==> src/rtl/apb_cmd_master.sv <==
// apb_cmd_master: single-outstanding APB requester.
// Takes a command on a valid/ready port, runs the SETUP and ACCESS phases
// towards one slot, and returns read data and status on a valid/ready port.
// Abandons a transfer whose PREADY stays low for TIMEOUT ACCESS cycles.
module apb_cmd_master #(
    parameter int unsigned AWIDTH  = 8,
    parameter int unsigned DWIDTH  = 8,
    parameter int unsigned NSLOTS  = 4,
    parameter int unsigned SWIDTH  = 2,
    parameter int unsigned TIMEOUT = 16
) (
    input  logic              PCLK,
    input  logic              PRESET,
    // command port
    input  logic              CMD_VALID,
    output logic              CMD_READY,
    input  logic              CMD_WRITE,
    input  logic [SWIDTH-1:0] CMD_SLOT,
    input  logic [AWIDTH-1:0] CMD_ADDR,
    input  logic [DWIDTH-1:0] CMD_WDATA,
    // response port
    output logic              RSP_VALID,
    input  logic              RSP_READY,
    output logic [DWIDTH-1:0] RSP_RDATA,
    output logic              RSP_ERROR,
    // APB requester
    output logic [NSLOTS-1:0] PSEL,
    output logic              PENABLE,
    output logic              PWRITE,
    output logic [AWIDTH-1:0] PADDR,
    output logic [DWIDTH-1:0] PWDATA,
    input  logic [DWIDTH-1:0] PRDATA,
    input  logic              PREADY
);

    localparam int unsigned CWIDTH = (TIMEOUT > 1) ? $clog2(TIMEOUT) : 1;
    localparam logic [CWIDTH-1:0] CNT_LAST = CWIDTH'(TIMEOUT - 1);

    typedef enum logic [1:0] {
        ST_IDLE   = 2'd0,
        ST_SETUP  = 2'd1,
        ST_ACCESS = 2'd2,
        ST_RESP   = 2'd3
    } state_e;

    state_e              state_q,     state_d;
    logic [CWIDTH-1:0]   cnt_q,       cnt_d;
    logic [NSLOTS-1:0]   psel_q,      psel_d;
    logic                penable_q,   penable_d;
    logic                pwrite_q,    pwrite_d;
    logic [AWIDTH-1:0]   paddr_q,     paddr_d;
    logic [DWIDTH-1:0]   pwdata_q,    pwdata_d;
    logic                rsp_valid_q, rsp_valid_d;
    logic [DWIDTH-1:0]   rsp_rdata_q, rsp_rdata_d;
    logic                rsp_error_q, rsp_error_d;

    logic                slot_bad;

    // Slot indices at or beyond NSLOTS have no slave behind them.
    assign slot_bad = (32'(CMD_SLOT) >= NSLOTS);

    // Next-state and next-output decode.
    always_comb begin
        state_d     = state_q;
        cnt_d       = cnt_q;
        psel_d      = psel_q;
        penable_d   = penable_q;
        pwrite_d    = pwrite_q;
        paddr_d     = paddr_q;
        pwdata_d    = pwdata_q;
        rsp_valid_d = rsp_valid_q;
        rsp_rdata_d = rsp_rdata_q;
        rsp_error_d = rsp_error_q;

        case (state_q)
            ST_IDLE: begin
                if (CMD_VALID) begin
                    if (slot_bad) begin
                        // Illegal slot: answer with an error, leave the bus alone.
                        rsp_valid_d = 1'b1;
                        rsp_error_d = 1'b1;
                        rsp_rdata_d = '0;
                        state_d     = ST_RESP;
                    end else begin
                        psel_d    = NSLOTS'(1) << CMD_SLOT;
                        penable_d = 1'b0;
                        pwrite_d  = CMD_WRITE;
                        paddr_d   = CMD_ADDR;
                        pwdata_d  = CMD_WDATA;
                        state_d   = ST_SETUP;
                    end
                end
            end

            ST_SETUP: begin
                penable_d = 1'b1;
                cnt_d     = '0;
                state_d   = ST_ACCESS;
            end

            ST_ACCESS: begin
                if (PREADY) begin
                    psel_d      = '0;
                    penable_d   = 1'b0;
                    rsp_valid_d = 1'b1;
                    rsp_error_d = 1'b0;
                    rsp_rdata_d = pwrite_q ? '0 : PRDATA;
                    state_d     = ST_RESP;
                end else if (cnt_q == CNT_LAST) begin
                    // Slave never answered: end the transfer with an error.
                    psel_d      = '0;
                    penable_d   = 1'b0;
                    rsp_valid_d = 1'b1;
                    rsp_error_d = 1'b1;
                    rsp_rdata_d = '0;
                    state_d     = ST_RESP;
                end else begin
                    cnt_d = cnt_q + CWIDTH'(1);
                end
            end

            ST_RESP: begin
                if (RSP_READY) begin
                    rsp_valid_d = 1'b0;
                    state_d     = ST_IDLE;
                end
            end

            default: begin
                state_d = ST_IDLE;
            end
        endcase
    end

    // State and output registers with synchronous reset.
    always_ff @(posedge PCLK) begin
        if (PRESET) begin
            state_q     <= ST_IDLE;
            cnt_q       <= '0;
            psel_q      <= '0;
            penable_q   <= 1'b0;
            pwrite_q    <= 1'b0;
            paddr_q     <= '0;
            pwdata_q    <= '0;
            rsp_valid_q <= 1'b0;
            rsp_rdata_q <= '0;
            rsp_error_q <= 1'b0;
        end else begin
            state_q     <= state_d;
            cnt_q       <= cnt_d;
            psel_q      <= psel_d;
            penable_q   <= penable_d;
            pwrite_q    <= pwrite_d;
            paddr_q     <= paddr_d;
            pwdata_q    <= pwdata_d;
            rsp_valid_q <= rsp_valid_d;
            rsp_rdata_q <= rsp_rdata_d;
            rsp_error_q <= rsp_error_d;
        end
    end

    // Only the command handshake is a direct state decode.
    assign CMD_READY = (state_q == ST_IDLE);

    assign PSEL      = psel_q;
    assign PENABLE   = penable_q;
    assign PWRITE    = pwrite_q;
    assign PADDR     = paddr_q;
    assign PWDATA    = pwdata_q;
    assign RSP_VALID = rsp_valid_q;
    assign RSP_RDATA = rsp_rdata_q;
    assign RSP_ERROR = rsp_error_q;

endmodule

==> config.mk <==
export PLATFORM = sky130hd
export DESIGN_NAME = apb_cmd_master
export DESIGN_NICKNAME = d
export VERILOG_FILES = /design/src/rtl/apb_cmd_master.sv
export SDC_FILE = /design/constraint.sdc
export NUM_CORES = 1
export LEC_CHECK = 0
export ABC_AREA = 1
export CAP_MARGIN = 20
export CORE_MARGIN = 4
export CORE_UTILIZATION = 43
export CTS_CLUSTER_SIZE = 12
export DETAILED_ROUTE_END_ITERATION = 6
export HOLD_SLACK_MARGIN = 0.02
export PLACE_DENSITY_LB_ADDON = 0.15
export SYNTH_ARGS = -nofsm -noshare
export SYNTH_HDL_FRONTEND = slang
export SYNTH_SLANG_ARGS = --single-unit
==> constraint.sdc <==
create_clock -name PCLK -period 1.8 [get_ports PCLK]
set_input_delay 0.27 -clock PCLK [delete_from_list [all_inputs] [get_ports PCLK]]
set_output_delay 0.27 -clock PCLK [all_outputs]
set_load 0.02 [all_outputs]
# After elaboration in Yosys (flattened, before gate mapping)
# Cells that the tools add are included.
[word_totals]
register_bits = 38
input_bits = 32
out_inout_bits = 33
elab_cells = 58
[op_classes]
addsub = 1
eq_ne = 9
shifts = 1
n_mux = 24
n_reduce_logical = 13
[ops]
columns = ["operator", "count"]
rows = [
  ["2-to-1 mux 8 bit", 3],
  ["2-to-1 mux 4 bit", 5],
  ["case mux 4 bit (2 select lines)", 2],
  ["AND reduction 3 bit", 5],
  ["2-to-1 mux 2 bit", 4],
  ["!= test 2 bit, second input constant", 4],
  ["case mux 2 bit (4 select lines)", 1],
  ["nonzero test 2 bit", 4],
  ["2-to-1 mux 1 bit", 7],
  ["adder 4 x 1 -> 4 bit, second input constant", 1],
  ["equality test 2 bit, second input constant", 2],
  ["equality test 4 bit, second input constant", 1],
  ["AND reduction 2 bit", 2],
  ["left shift 1 x 2 -> 4 bit, first input constant", 1],
  ["!= test 3 bit, second input constant", 1],
  ["case mux 1 bit (3 select lines)", 1],
  ["nonzero test 3 bit", 1],
  ["equality test 2 x 1 -> 1 bit, second input constant", 1],
  ["logical NOT 2 bit", 1],
  ["case mux 1 bit (2 select lines)", 1],
]

# Longest topological paths before layout
# Gate-level depths: netlist of run 1.
[depth]
ltp_word = 4
depth_mapped = 11
depth_no_buf = 9

# Worst setup path before layout of run 1
# No wires, ideal clock.
[synth_path]
path_kind = "register to register"
from = "register state_q[0]"
to = "register paddr_q[0], in the netlist PADDR[0]"
setup_time_ps = 116
arrival_time_ps = 1340
t_required_ps = 1684
setup_slack_ps = 344
stages_incl_launch_ff = 8
n_path_buf = 1
period_less_slack_ps = 1456
path_cell_list = "dfxtp_1 > inv_1 > ha_1 > nand2_1 > inv_2 > buf_4 > nor2_1 > nor2_1"
[synth_between]
elab_chain_len = 2
[synth_lines]
columns = ["item", "line_no", "source"]
rows = [
  ["start, declared", "46", "state_e state_q, state_d;"],
  ["start signal, assigned", "149", "state_q <= state_d;"],
  ["logical NOT 2 bit", "--", ""],
  ["net CMD_READY", "16", "output logic CMD_READY,"],
  ["AND reduction 2 bit (no line)", "--", ""],
  ["end signal, assigned", "154", "paddr_q <= paddr_d;"],
  ["end, declared", "51", "logic [AWIDTH-1:0] paddr_q, paddr_d;"],
]
# The timed path passes the listed nets, and every way through them passes these cells.
# A chain may end at the register's enable or synchronous reset.

# Final worst setup path of run 1
[layout_path]
from = "register state_q[0]"
to = "output CMD_READY"
[layout_between]
elab_chain_len = 1
[layout_lines]
columns = ["item", "line_no", "source"]
rows = [
  ["logical NOT 2 bit", "163", "assign CMD_READY = (state_q == ST_IDLE);"],
  ["end, declared", "16", ""],
]
# No other way between the ends.

==> flow_summary.toml, run 1 <==
[timing]
rsz0062_at_grt = "false"
period_needed_ns = 1.64
relSlewSlack_pct = 55.3
drv_slew = 0
finClkSkew_ns = 0.00717
clock.fmax_mhz = 610
fin_ws_ns = 0.160
setup_violations = 0
fin_hold_ws_ns = 0.461
worst_pin_slew_ns = 0.669
hold_viol_final = 0
fin_crit_sh_pct = 91.1
tns_ns = 0

[critical_path]
rr_worst_depth = 8
ff2ff_setup_slack_ns = 0.19
slowest_stage = "dfxtp_1"
slowest_delay_ns = 0.38
worstSetupStartpointType = "flip-flop"
cp_max_fo = 5
required_ns = 1.53
critPathKind = "reg -> out"
r2r_start = "state_q[0]"
cp-end-kind = "output pin"
r2r-end = "cnt_q[0]"
crit_chain = "inv_1, ha_1, dlygate4sd2_1"
cp.arrival_ns = 1.37

[finish]
final_layout_size_suffix_gt1_share_pct = 7.96
areaGrowthSynthToFinish_pct = 45.4
final_cell_count_no_fill = 337
antennaDiodeCount = 0
final_nets = 327
design_area_um2 = 2430
fillers = 347
fin_util_pct = 65.5

[hold_path]
min-delay-start = "RSP_RDATA[3]"
hold_depth = 2
worst_hold_path.endpoint = "RSP_RDATA[3]"
hp-class = "reg -> reg"

[cts]
cts_buffer_depth = 2
cts.sinks = 38
numCtsBuffers = 5
htreeDepth = 2
clk_pin_slew_ns = 0.07
cts-root-buf = "clkbuf_8"
holdBufCountCts = 0
insertion_delay_ns = 0.29
cts_tree = "yes"

[floorplanning]
die-area_um2 = 4950
die_w_um = 70.4
coreArea_um2 = 3720
io_pins = 65
die_h_um = 70.4
rows = 22
start_util_pct = 45.0

[power]
irDropWorstVdd_mv = 0.811
powerDensity_nw_per_um2 = 1330
power_leakage_nw = 1.01
fin_total_pwr_mw = 3.24

[synth]
synth_seq_cells = 38
seq_area_frac_synth_pct = 45.5
synth.distinct_cells = 23
synth.avg_cell_area_um2 = 7.54
synth_nets = 261
ys_warn_count = 0
syn_area_um2 = 1670
syn_inst = 222

[drt]
wl_per_cell_um = 11.3
drcViolationCount = 0
via_per_inst = 4.60
routed_wirelength_um = 3810
drt_iter0_markers = 85
drt_pre_antenna_iters = 4
detail-route-antenna-nets = 0
vias = 1551

[global_routing]
antenna_found_initial = 0
grt_first_pass_wirelength_um = 6310
track_usage_pct = 15.5
first_global_vias = 1445
overflow = 0
grt_max_degree = 26

[run]
cap_violations = 0

[placement]
dp_slack_ns = 0.193
postPlaceCellArea_um2 = 2340
hpwl_um = 2810
dpl.cell_count = 329
gp_congestion = 0.851
portBuffers = 64

[run_status]
status = "complete, no violations"
## critical path, delay by kind of cell, from the launching register on
family                   cells  cell delay (ns)
adder cells (fa/ha/maj)      1             0.27
flip-flops                   1             0.38
buffers and inverters        2             0.44
## layer usage
layer  track usage, %  up-vias  part of all wire (%)
met5                0        -                     0
met2             25.6       47                    45
met3             9.50        2                    11
li1                 -      838                     -
met4             3.83        0                  0.26
met1             16.7      664                    44
## state kept, by name (all words and copies together), names as in the netlist
register   flops
RSP_VALID      1
PENABLE        1
PWDATA         8
state_q        2
PWRITE         1
cnt_q          4
PADDR          8
RSP_RDATA      8
PSEL           4
RSP_ERROR      1
## power by group
group | switching, mW | leakage, nW | internal (mW) | total, mW
Combinational | 0.841 | 0.652 | 0.641 | 1.48
Sequential | 0.118 | 0.312 | 1.04 | 1.16
Clock | 0.286 | 0.0482 | 0.309 | 0.595
## synthesized netlist by cell type
cell       n  area share (%)
nor3_4     1            0.97
inv_6      1            0.52
a21oi_2    3             1.6
nand4_1    3             1.1
nand3_1   16             4.8
a21oi_1   14             4.2
buf_4      2            0.90
nand2_1   38             8.5
inv_2      2            0.45
o21ai_0   18             5.4
o21ai_1    1            0.30
a21boi_0   1            0.45
inv_1     16             3.6
buf_2      1            0.30
nand2_2    1            0.37
nor2_4     2             1.3
nand3_2    2             1.2
dfxtp_1   38              45
clkinv_2   1            0.30
buf_6      2             1.3
ha_1       7             5.2
nor2_1    49              11
clkbuf_1   3            0.67
## cell usage in the layout, fill, tap and decap left out, drive strengths merged, types with 2 or more instances in the layout
cell and count:
clkdlybuf4s50 63, nor2 51, nand2 39, dfxtp 38
o21ai 19, inv 19, nand3 18, a21oi 17
ha 7, clkbuf 7, nand4 3, buf 3
clkinv 2
## area by class of cell
class | instances | area [µm²] | share of cell area, %
multi-input cells | 156 | 777 | 31.9
flip-flops and latches | 38 | 761 | 31.3
repair buffers | 67 | 662 | 27.2
clock buffers | 7 | 86.3 | 3.55
inverters | 20 | 81.3 | 3.34
well taps | 48 | 60.1 | 2.47
clock inverters | 1 | 5.00 | 0.206
## timing repair
item	in CTS	in global routing
endpoints found under the setup margin	1	0
buffers inserted	0	0
gates resized for setup	1	0
## how the worst max path moves through the flow
stage	from	endpoint	slack (ns)	cells past startpoint
2_1_floorplan	state_q[0]	PADDR[0]	0.34	7
3_3_place_gp	state_q[1]	CMD_READY	0.21	3
3_5_place_dp	state_q[1]	CMD_READY	0.19	3
4_1_cts	state_q[0]	CMD_READY	0.15	3
5_1_grt	state_q[0]	cnt_q[2]	0.05	8
6_report	state_q[0]	CMD_READY	0.16	3
## cells by family (layout without fill, tap and decap cells)
logic type,Yosys count,count (layout),share of synthesized area (%)
AND/OR/NAND/NOR,112,112,29.3
AO/OA/AOI/OAI,37,37,11.9
flip-flops,38,38,45.5
adder cells (fa/ha/maj),7,7,5.24
buffers and inverters,28,95,8.08
No activity file was read; power rests on OpenSTA's default activity.
==> inputs of run 2 (changes only) <==
--- a/config.mk
+++ b/config.mk
@@ -8,11 +8,13 @@
 export ABC_AREA = 1
 export CAP_MARGIN = 20
 export CORE_MARGIN = 4
-export CORE_UTILIZATION = 43
+export CORE_UTILIZATION = 61
 export CTS_CLUSTER_SIZE = 12
 export DETAILED_ROUTE_END_ITERATION = 6
+export DONT_BUFFER_PORTS = 1
 export HOLD_SLACK_MARGIN = 0.02
 export PLACE_DENSITY_LB_ADDON = 0.15
+export SKIP_CTS_REPAIR_TIMING = 1
 export SYNTH_ARGS = -nofsm -noshare
 export SYNTH_HDL_FRONTEND = slang
 export SYNTH_SLANG_ARGS = --single-unit
==> run 2 against run 1 <==
  * Die area is 26% lower
  * Clock skew is 0.0022 ns lower
  * Clock power is 26% higher
  * Count of clock-buffer cells in the layout is 1 lower
  * Non-clock buffer count is 65 lower
  * Via count is 11% lower
  * Sequential power is 22% higher
  * First-iteration DRC count is 45% lower
  * Final area is 26% lower
==> flow_summary.toml, run 2 (same netlist as run 1, synthesis figures left out) <==
[power]
clkPwrFrac_pct = 25.0
powerDensity_nw_per_um2 = 1670
combPwrFrac_pct = 27.9
irDropWorstVdd_mv = 1.09
power_leakage_nw = 0.776
p_sw_mw = 1.19
fin_total_pwr_mw = 3.00
internal-power_mw = 1.81
sw_frac_of_total_pct = 39.6
p_seq_share_pct = 47.1

[critical_path]
cp.arrival_ns = 1.87
worstSetupStartpointType = "flip-flop"
critPathKind = "reg -> reg"
required_ns = 2.04
cp_max_fo = 20
cp-end-kind = "flip-flop"

[cts]
clk_pin_slew_ns = 0.11
cts-root-buf = "clkbuf_4"
insertion_delay_ns = 0.34
htreeDepth = 2
cts_buffer_depth = 2
cts_tree = "yes"
cts.sinks = 38
numCtsBuffers = 5

[run_status]
status = "complete, no violations"

[finish]
layout_commonest_cell = "nor2_1"
areaGrowthSynthToFinish_pct = 7.03
mostFrequentLayoutCells = "nor2_1, dfxtp_1, nand2_1"
final_nets = 262
final_layout_size_suffix_gt1_share_pct = 10.7
design_area_um2 = 1790
antennaDiodeCount = 0
fin_util_pct = 70.4

[placement]
hpwl_um = 2710
portBuffers = 0
gp_congestion = 0.739
postPlaceCellArea_um2 = 1660

[global_routing]
grt_max_degree = 26
track_usage_pct = 21.3
first_global_vias = 1351
overflow = 0
antenna_found_initial = 0
grt_first_pass_wirelength_um = 5660

[floorplanning]
start_util_pct = 65.7
die_h_um = 60.4
rows = 18
io_pins = 65
coreArea_um2 = 2540
die-area_um2 = 3640
die_w_um = 60.4

[timing]
relSlewSlack_pct = 56.6
tns_ns = 0
worst_pin_slew_ns = 0.650
drv_slew = 0
fin_crit_sh_pct = 90.6
hold_viol_final = 0
period_needed_ns = 1.63
fin_hold_ws_ns = 0.0624
rsz0062_at_grt = "false"
clock.fmax_mhz = 613
finClkSkew_ns = 0.00494
setup_violations = 0

[hold_path]
hp-class = "in -> reg"

[drt]
drt_pre_antenna_iters = 4
drt_iter0_markers = 47
routed_wirelength_um = 3640
drcViolationCount = 0
wl_per_cell_um = 14.3
vias = 1383
via_per_inst = 5.44
detail-route-antenna-nets = 0

[run]
cap_violations = 0
[run 2: changes by cell type in the layout (fill, tap and decap cells not counted), sizes merged]
cell           before  now
dlygate4sd2         1    0
clkbuf              7    6
clkdlybuf4s50      63    0
dlygate4sd3         0    1
buf                 3    1
clkinv              2    1
bufinv              0    2
[run 2: path summary, 6_finish.rpt]
check / slack [ns] / cells after the start / start / endpoint
min: 0.06 / 2 / PRDATA[4] / RSP_RDATA[4]
max reg2reg: 0.17 / 8 / state_q[0] / cnt_q[0]
max: 0.17 / 8 / state_q[0] / cnt_q[0]
min reg2reg: 0.55 / 2 / cnt_q[1] / cnt_q[1]
[run 2: through the flow]
stage | instances | setup WS (ns)
detailed placement | 245 | 0.0823
finish | 254 | 0.170
CTS | 253 | 0.0643
global route | 254 | 0.0371
global placement | 245 | 0.170
floorplan | 222 | 0.344
[run 2: final cells by class]
| class | count | area [µm²] |
|---|---|---|
| clock inverter | 2 | 60.1 |
| timing repair buffer | 2 | 17.5 |
| multi-input combinational | 156 | 782 |
| sequential | 38 | 761 |
| clock buffer | 6 | 51.3 |
| tap | 30 | 37.5 |
| inverter | 20 | 81.3 |
| fill | 217 | 754 |
[run 2: worst max-delay path, cell delays in order (launching register included)]
cell and delay [ns]:
dfxtp_1 0.40, inv_1 0.11, ha_2 0.27, inv_6 0.11
nor2_4 0.03, nand2_2 0.29, clkinv_2 0.14, o21ai_1 0.13
nor2_1 0.05
[run 2: routing by layer]
metal,vias to the layer above,track usage (%),routed length (µm)
li1,709,-,-
met1,617,22.5,1380
met2,49,36.7,1830
met3,8,10.2,382
met4,0,8.23,55
met5,-,0,0
[run 2: power groups by stage]
stage | registers, mW | clock network [mW] | logic (mW)
2_1_floorplan | 1.39 | 0 | 0.717
3_3_place_gp | 1.43 | 0 | 0.772
3_5_place_dp | 1.44 | 0 | 0.817
4_1_cts | 1.42 | 0.760 | 0.823
5_1_grt | 1.44 | 0.802 | 0.969
6_report | 1.41 | 0.750 | 0.835
